==> config.mk <==
export PLATFORM = sky130hd
export DESIGN_NAME = afpm_operand_tx
export DESIGN_NICKNAME = d
export VERILOG_FILES = /design/src/rtl/afpm_operand_tx.sv
export SDC_FILE = /design/constraint.sdc
export NUM_CORES = 1
export LEC_CHECK = 0
export ABC_AREA = 0
export CAP_MARGIN = 20
export CORE_ASPECT_RATIO = 0.8
export CORE_MARGIN = 2
export CORE_UTILIZATION = 55
export DETAILED_ROUTE_END_ITERATION = 12
export PLACE_DENSITY = 0.84
export SYNTH_ARGS = -nofsm -noshare
export SYNTH_HDL_FRONTEND = slang
export SYNTH_SLANG_ARGS = --single-unit
==> constraint.sdc <==
create_clock -name clk -period 3.6 [get_ports clk]
set_clock_uncertainty 0.1 [all_clocks]
set_input_delay 0.54 -clock clk [delete_from_list [all_inputs] [get_ports clk]]
set_output_delay 0.54 -clock clk [all_outputs]
set_load 0.005 [all_outputs]
==> src/rtl/afpm_operand_tx.sv <==
// Host-side byte-serial transmitter for the log-FP multiplier operand lanes.
// Takes one {A,B} pair at a time and sends it low byte first on two 8-bit lanes, followed by an idle gap.
//
// state | meaning
// IDLE  | lanes quiet, waiting for a pending pair
// SEND  | one byte of A and one byte of B on the lanes each cycle
// GAP   | lanes quiet for GAP_CYCLES so the multiplier can finish
module afpm_operand_tx #(
  parameter int NBYTES     = 2,
  parameter int GAP_CYCLES = 3
) (
  input  logic                  clk,
  input  logic                  rst,
  input  logic [8*NBYTES-1:0]   in_a,
  input  logic [8*NBYTES-1:0]   in_b,
  input  logic                  in_valid,
  output logic                  in_ready,
  output logic [7:0]            a_byte,
  output logic [7:0]            b_byte,
  output logic                  byte_valid,
  output logic                  frame_first,
  output logic                  frame_last,
  output logic                  busy
);

  localparam int W  = 8 * NBYTES;
  localparam int CW = (NBYTES > 1) ? $clog2(NBYTES) : 1;
  localparam int GW = (GAP_CYCLES > 1) ? $clog2(GAP_CYCLES) : 1;
  localparam logic [CW-1:0] C_LAST = CW'(NBYTES - 1);
  localparam logic [GW-1:0] G_LAST = GW'((GAP_CYCLES > 0) ? GAP_CYCLES - 1 : 0);

  typedef enum logic [1:0] {IDLE, SEND, GAP} state_t;

  state_t         state, state_d;
  logic           pend_full;
  logic [W-1:0]   pend_a, pend_b;
  logic [W-1:0]   sh_a, sh_b;
  logic [CW-1:0]  cnt;
  logic [GW-1:0]  gcnt;
  logic           load, accept, last_byte, last_gap;

  assign in_ready  = !pend_full;
  assign accept    = in_valid && !pend_full;
  assign last_byte = (cnt == C_LAST);
  assign last_gap  = (gcnt == G_LAST);

  always_comb begin
    state_d = state;
    load    = 1'b0;
    case (state)
      IDLE: begin
        if (pend_full) begin
          state_d = SEND;
          load    = 1'b1;
        end
      end
      SEND: begin
        if (last_byte) begin
          if (GAP_CYCLES > 0) begin
            state_d = GAP;
          end else if (pend_full) begin
            state_d = SEND;
            load    = 1'b1;
          end else begin
            state_d = IDLE;
          end
        end
      end
      GAP: begin
        if (last_gap) begin
          if (pend_full) begin
            state_d = SEND;
            load    = 1'b1;
          end else begin
            state_d = IDLE;
          end
        end
      end
      default: state_d = IDLE;
    endcase
  end

  always_ff @(posedge clk) begin
    if (rst) state <= IDLE;
    else     state <= state_d;
  end

  // Accept and load are mutually exclusive: accept needs pend_full low, load needs it high.
  always_ff @(posedge clk) begin
    if (rst) begin
      pend_full <= 1'b0;
      pend_a    <= '0;
      pend_b    <= '0;
      sh_a      <= '0;
      sh_b      <= '0;
      cnt       <= '0;
      gcnt      <= '0;
    end else begin
      if (accept) begin
        pend_a    <= in_a;
        pend_b    <= in_b;
        pend_full <= 1'b1;
      end else if (load) begin
        pend_full <= 1'b0;
      end

      if (load) begin
        sh_a <= pend_a;
        sh_b <= pend_b;
        cnt  <= '0;
      end else if (state == SEND) begin
        sh_a <= sh_a >> 8;
        sh_b <= sh_b >> 8;
        cnt  <= last_byte ? '0 : cnt + CW'(1);
      end

      if (state == GAP) gcnt <= last_gap ? '0 : gcnt + GW'(1);
      else              gcnt <= '0;
    end
  end

  assign byte_valid  = (state == SEND);
  assign a_byte      = byte_valid ? sh_a[7:0] : 8'h00;
  assign b_byte      = byte_valid ? sh_b[7:0] : 8'h00;
  assign frame_first = byte_valid && (cnt == '0);
  assign frame_last  = byte_valid && last_byte;
  assign busy        = (state != IDLE) || pend_full;

endmodule

==> reports/qor.yml, run 1 <==
worst_pin_slew_ns: 0.878
place.port_buffers: 55
final_hold_viol_count: 0
hold_depth: 1
worst-endpoint-arrival_ns: 1.89
met3_length_um: 414
mostFrequentLayoutCells: "nand2_1, dfxtp_1, clkdlybuf4s50_1"
dpl_cell_area_um2: 3430
syn-num-nets: 391
hp-class: "flop to flop"
grt_remaining_overflow: 0
clock-sinks: 70
dr_wl_met2_um: 3200
std_cell_rows: 23
wire_per_inst_um: 15.0
area_growth_syn_to_layout_pct: 24.0
irDropWorstVdd_mv: 0.301
vias: 2617
initial_core_util_pct: 58.0
insertion_delay_ns: 0.34
hpwl_um: 4350
synth_top_area_share_pct: 47.4
grt_pass1_vias: 2287
setup_viol: 0
max_freq_ghz: 0.395
period_share_pct: 70.3
cp-end-kind: "primary output"
drv_slew: 0
die_width_um: 86.0
power_leakage_nw: 1.29
cap_violations: 0
die-area_um2: 5980
drt_first_iter_violations: 136
cellPowerDensity_nw_per_um2: 489
io_pins: 56
ys_seq_elements: 70
cts_setup_buffers: 0
drt-vias-per-instance: 5.70
clk_pin_slew_ns: 0.06
grt_usage_pct: 24.1
synth_area_um2: 2960
r2r-end: "sh_a[4]"
yosys.area.top_type: "dfxtp_1"
synth_area_leaders: "dfxtp_1, nand2_1, a21oi_1"
cts_tree: "done"
seqCellArea_um2: 1400
start_kind: "flop"
cts_buffer_depth: 2
wl_um: 6880
numCtsBuffers: 9
synth_cell_type_count: 25
r2r_start: "gcnt[0]"
drc: 0
status: "finished clean"
cts-root-buf: "clkbuf_8"
fill_cells: 410
reg2reg_setup_slack_ns: 1.50
hold_buffers: 0
postSynthCellCount: 355
min_period_ns: 2.53
syn_area_per_cell_um2: 8.32
htreeDepth: 3
dr.max_layer_used: "met4"
min_to: "gcnt[0]"
multiInputGateArea_um2: 1360
setup_tns_ns: 0
slew_headroom_pct: 41.5
dr.pass1.iters: 5
drive_above_1_share_pct: 9.82
seq_area_frac_synth_pct: 47.4
grt_antenna_before_repair: 0
hold_start: "gcnt[0]"
core_area_um2: 5090
met1Wirelength_um: 3230
design_area_um2: 3660
crit_type: "flop to primary output"
gp_congestion: 0.797
rr_worst_depth: 5
layout.nets: 428
rsz0062_at_grt: "no"
die_h_um: 69.6
ys_warn_count: 0
cts_resized: 0
cp.required_ns: 2.96
ant_nets: 0
num_antenna_cells: 0
crit_fanout: 36
grt_max_degree: 43
layout_commonest_cell: "nand2_1"
grt_pass1_wl_um: 11300
Yosys cell counts, drive strengths merged:
cell type / number
a211oi: 1
a21oi: 49
a2bb2oi: 1
a311oi: 16
and2: 17
and2b: 1
buf: 26
clkbuf: 9
dfxtp: 70
ha: 1
inv: 4
nand2: 98
nand2b: 5
nand3: 16
nor2: 3
nor2b: 2
nor3: 17
nor4: 2
o211ai: 16
or3: 1
cells by family after synthesis:
family | synth area share, %
compound gates | 20.6
simple gates | 24.6
buf+inv | 6.90
flops | 47.4
fa+ha+maj | 0.423
registers in the layout (all words and copies together) (netlist names):
register   flops
pend_a        16
pend_b        16
sh_a          16
sh_b          16
gcnt           2
state          2
cnt            1
pend_full      1
per-layer routing:
| metal | GRT usage (%) | vias up |
|---|---|---|
| li1 | - | 1286 |
| met1 | 34.9 | 1231 |
| met2 | 35.5 | 94 |
| met3 | 6.55 | 6 |
| met4 | 6.17 | 0 |
| met5 | 0 | - |
worst max-delay path, stage by stage (launching register included):
cell and delay [ns]:
dfxtp_1 0.43, nand2b_1 0.14, inv_4 0.26, nand2b_1 0.16, inv_1 0.07, clkdlybuf4s50_1 0.49
stage by stage:
| step | hold slack [ns] | utilization [%] | setup WS [ns] | power, W | cells |
|---|---|---|---|---|---|
| 6_report | 0.320 | 71.9 | 1.07 | 0.00179 | 459 |
| 2_1_floorplan | 0.300 | - | 2.00 | 0.00103 | 355 |
| 4_1_cts | 0.321 | 71.7 | 1.05 | 0.00180 | 458 |
| 5_1_grt | 0.334 | 71.9 | 0.909 | 0.00186 | 459 |
| 3_3_place_gp | 0.311 | 67.4 | 1.51 | 0.00111 | 442 |
| 3_5_place_dp | 0.312 | 67.4 | 1.44 | 0.00112 | 442 |
how the worst max path moves through the flow:
stage / from / end / slack, ns / cells past startpoint
floorplan: state[0] / a_byte[5] / 2.00 / 5
CTS: state[0] / frame_first / 1.05 / 5
global route: state[0] / frame_first / 0.91 / 5
finish: state[0] / frame_first / 1.07 / 5
global placement: state[0] / frame_first / 1.51 / 5
detailed placement: state[0] / frame_first / 1.44 / 5
power by group:
part / switching, W / leakage (nW) / internal [W]
registers: 0.0000312 / 0.572 / 0.000823
clock network: 0.000278 / 0.110 / 0.000407
logic: 0.000141 / 0.609 / 0.000111
total: 0.000450 / 1.29 / 0.00134
layout make-up:
cell class	instances	area share, %
flip-flops and latches	70	38.2
inverters	4	0.478
well taps	62	2.12
clock buffers	12	3.96
multi-input cells	246	37.0
repair buffers	61	16.3
clock inverters	4	1.91
Power figures use the tool's default switching activity.
==> run 2, diff against run 1 <==
CORE_UTILIZATION = 51   (was 55)
PLACE_DENSITY = 0.78   (was 0.84)
clock period = 2.5 ns   (was 3.6 ns; I/O delays follow)
==> run 2 against run 1 <==
Against the previous run: register-to-register slack worse by 0.69 ns; die area is 7.4% higher; combinational power grew 44%; critical path depth unchanged; utilization is 4.3 points lower; global-route usage down 0.77 points; total power is 47% higher; critical path type unchanged; largest cell class unchanged; count of clock-buffer cells in the layout shrank 1; sequential share of layout area is 0.74 points lower.
==> reports/qor.yml, run 2 (synthesis results as in run 1) <==
crit_fanout: 36  # unchanged
io_pins: 56  # unchanged
cts-root-buf: "clkbuf_8"  # unchanged
start_kind: "flop"  # unchanged
die-area_um2: 6420  # was 5980 um^2
hpwl_um: 4570  # was 4350 um
std_cell_rows: 24  # was 23
hold_start: "gcnt[0]"  # unchanged
dr.pass1.iters: 4  # was 5
hp-class: "flop to flop"  # unchanged
power_leakage_nw: 1.32  # was 1.29 nW
numCtsBuffers: 9  # unchanged
cts_buffer_depth: 2  # unchanged
drv_slew: 0  # unchanged
drt-vias-per-instance: 5.52  # was 5.70
cellPowerDensity_nw_per_um2: 703  # was 489 nW/um^2
cp.required_ns: 2.03  # was 2.96 ns
die_width_um: 89.1  # was 86.0 um
whs_ns: 0.325  # was 0.320 ns
fill_cells: 477  # was 410
irDropWorstVdd_mv: 0.405  # was 0.301 mV
initial_core_util_pct: 53.5  # was 58.0%
layout.nets: 432  # was 428
grt_max_degree: 37  # was 43
drc: 0  # unchanged
worst-endpoint-arrival_ns: 1.90  # was 1.89 ns
wl_um: 7010  # was 6880 um
insertion_delay_ns: 0.35  # was 0.34 ns
grt_antenna_before_repair: 0  # unchanged
crit_type: "flop to primary output"  # unchanged
grt_usage_pct: 23.3  # was 24.1%
period_share_pct: 94.8
slew_headroom_pct: 56.9  # was 41.5%
rr_worst_depth: 4  # was 5
ant_nets: 0  # unchanged
setup_tns_ns: 0  # unchanged
rsz0062_at_grt: "no"  # unchanged
hold_depth: 1  # unchanged
vias: 2645  # was 2617
drive_above_1_share_pct: 11.2  # was 9.82%
drt_first_iter_violations: 159  # was 136
critPathTopFamily: "buffers and inverters"  # unchanged
cts_tree: "done"  # unchanged
setup_viol: 0  # unchanged
r2r-end: "sh_b[1]"  # was sh_a[4]
crit_slowest_cell: "clkdlybuf4s50_1"  # unchanged
die_h_um: 72.1  # was 69.6 um
final_hold_viol_count: 0  # unchanged
cp-end-kind: "primary output"  # unchanged
status: "finished clean"  # unchanged
cpPeakStageDelay_ns: 0.49  # about the same
clock-sinks: 70  # unchanged
reg2reg_setup_slack_ns: 0.81  # was 1.50 ns
grt_pass1_wl_um: 11400  # was 11300 um
crit_path_frequent_cell: "nand2b_1"  # unchanged
grt_remaining_overflow: 0  # unchanged
worst-path-buf-inv: 3  # unchanged
worst_pin_slew_ns: 0.646  # was 0.878 ns
hold_buffers: 0  # unchanged
min_to: "gcnt[0]"  # unchanged
seqCellArea_um2: 1400  # unchanged
multiInputGateArea_um2: 1360  # unchanged
max_freq_ghz: 0.422
gp_congestion: 0.850  # was 0.797
min_period_ns: 2.37
r2r_start: "state[0]"  # was gcnt[0]
mostFrequentLayoutCells: "nand2_1, dfxtp_1, clkdlybuf4s50_1"  # unchanged
cts_setup_buffers: 0  # unchanged
cts_resized: 0  # unchanged
grt_pass1_vias: 2296  # was 2287
clk_pin_slew_ns: 0.07  # was 0.06 ns
num_antenna_cells: 0  # unchanged
layout_commonest_cell: "nand2_1"  # unchanged
htreeDepth: 3  # unchanged
wire_per_inst_um: 14.6  # was 15.0 um
core_area_um2: 5530  # was 5090 um^2
place.port_buffers: 55  # unchanged
crit_chain: "nand2b_1, inv_4, nand2b_1, inv_1, clkdlybuf4s50_1"  # unchanged
area_growth_syn_to_layout_pct: 26.5  # was 24.0%
cap_violations: 0  # unchanged
## run 2: changes by cell type in the layout (fill, tap and decap cells not counted)
cell / delta
buf_4: +4
clkbuf_1: -2
buf_12: +1
buf_8: -1
clkbuf_8: +1
clkinv_2: -1
clkinv_4: +1
clkinvlp_4: +1
## run 2: per-stage QoR
step	power (W)	utilization (%)	std cells	setup slack (ns)	instance area, um^2
detailed placement	0.00162	63.4	463	0.511	3500
global placement	0.00161	63.4	463	0.570	3500
global route	0.00273	67.6	479	0.0134	3740
finish	0.00263	67.6	479	0.130	3740
floorplan	0.00149	-	355	1.06	2960
CTS	0.00264	67.6	479	0.124	3740
## run 2: worst max path at each step
| stage | to | cells after the start | start |
|---|---|---|---|
| after global routing | frame_first | 5 | state[0] |
| after detailed placement | frame_first | 5 | state[0] |
| final | frame_first | 5 | state[0] |
| after floorplan | a_byte[5] | 5 | state[0] |
| after CTS | frame_first | 5 | state[0] |
| after global placement | frame_first | 5 | state[0] |
## run 2: area by class of cell
type	count	share of cell area (%)
clock inverters	5	2.18
flip-flops and latches	70	37.5
clock buffers	11	4.05
multi-input cells	246	36.3
inverters	4	0.469
well taps	78	2.61
repair buffers	65	16.9
## run 2: power breakdown
group | internal, W | total (W) | switching (W) | leakage, nW
logic | 0.000163 | 0.000364 | 0.000201 | 0.630
clock network | 0.000616 | 0.00103 | 0.000415 | 0.116
registers | 0.00119 | 0.00123 | 0.0000454 | 0.572
total | 0.00196 | 0.00263 | 0.000662 | 1.32
## run 2: per-layer routing
metal,GRT usage [%],vias to the layer above,share of wire [%]
met2,33.3,94,45
met5,0,-,0
met4,7.13,0,1.0
met1,33.6,1245,47
met3,7.85,8,7.0
li1,-,1298,-
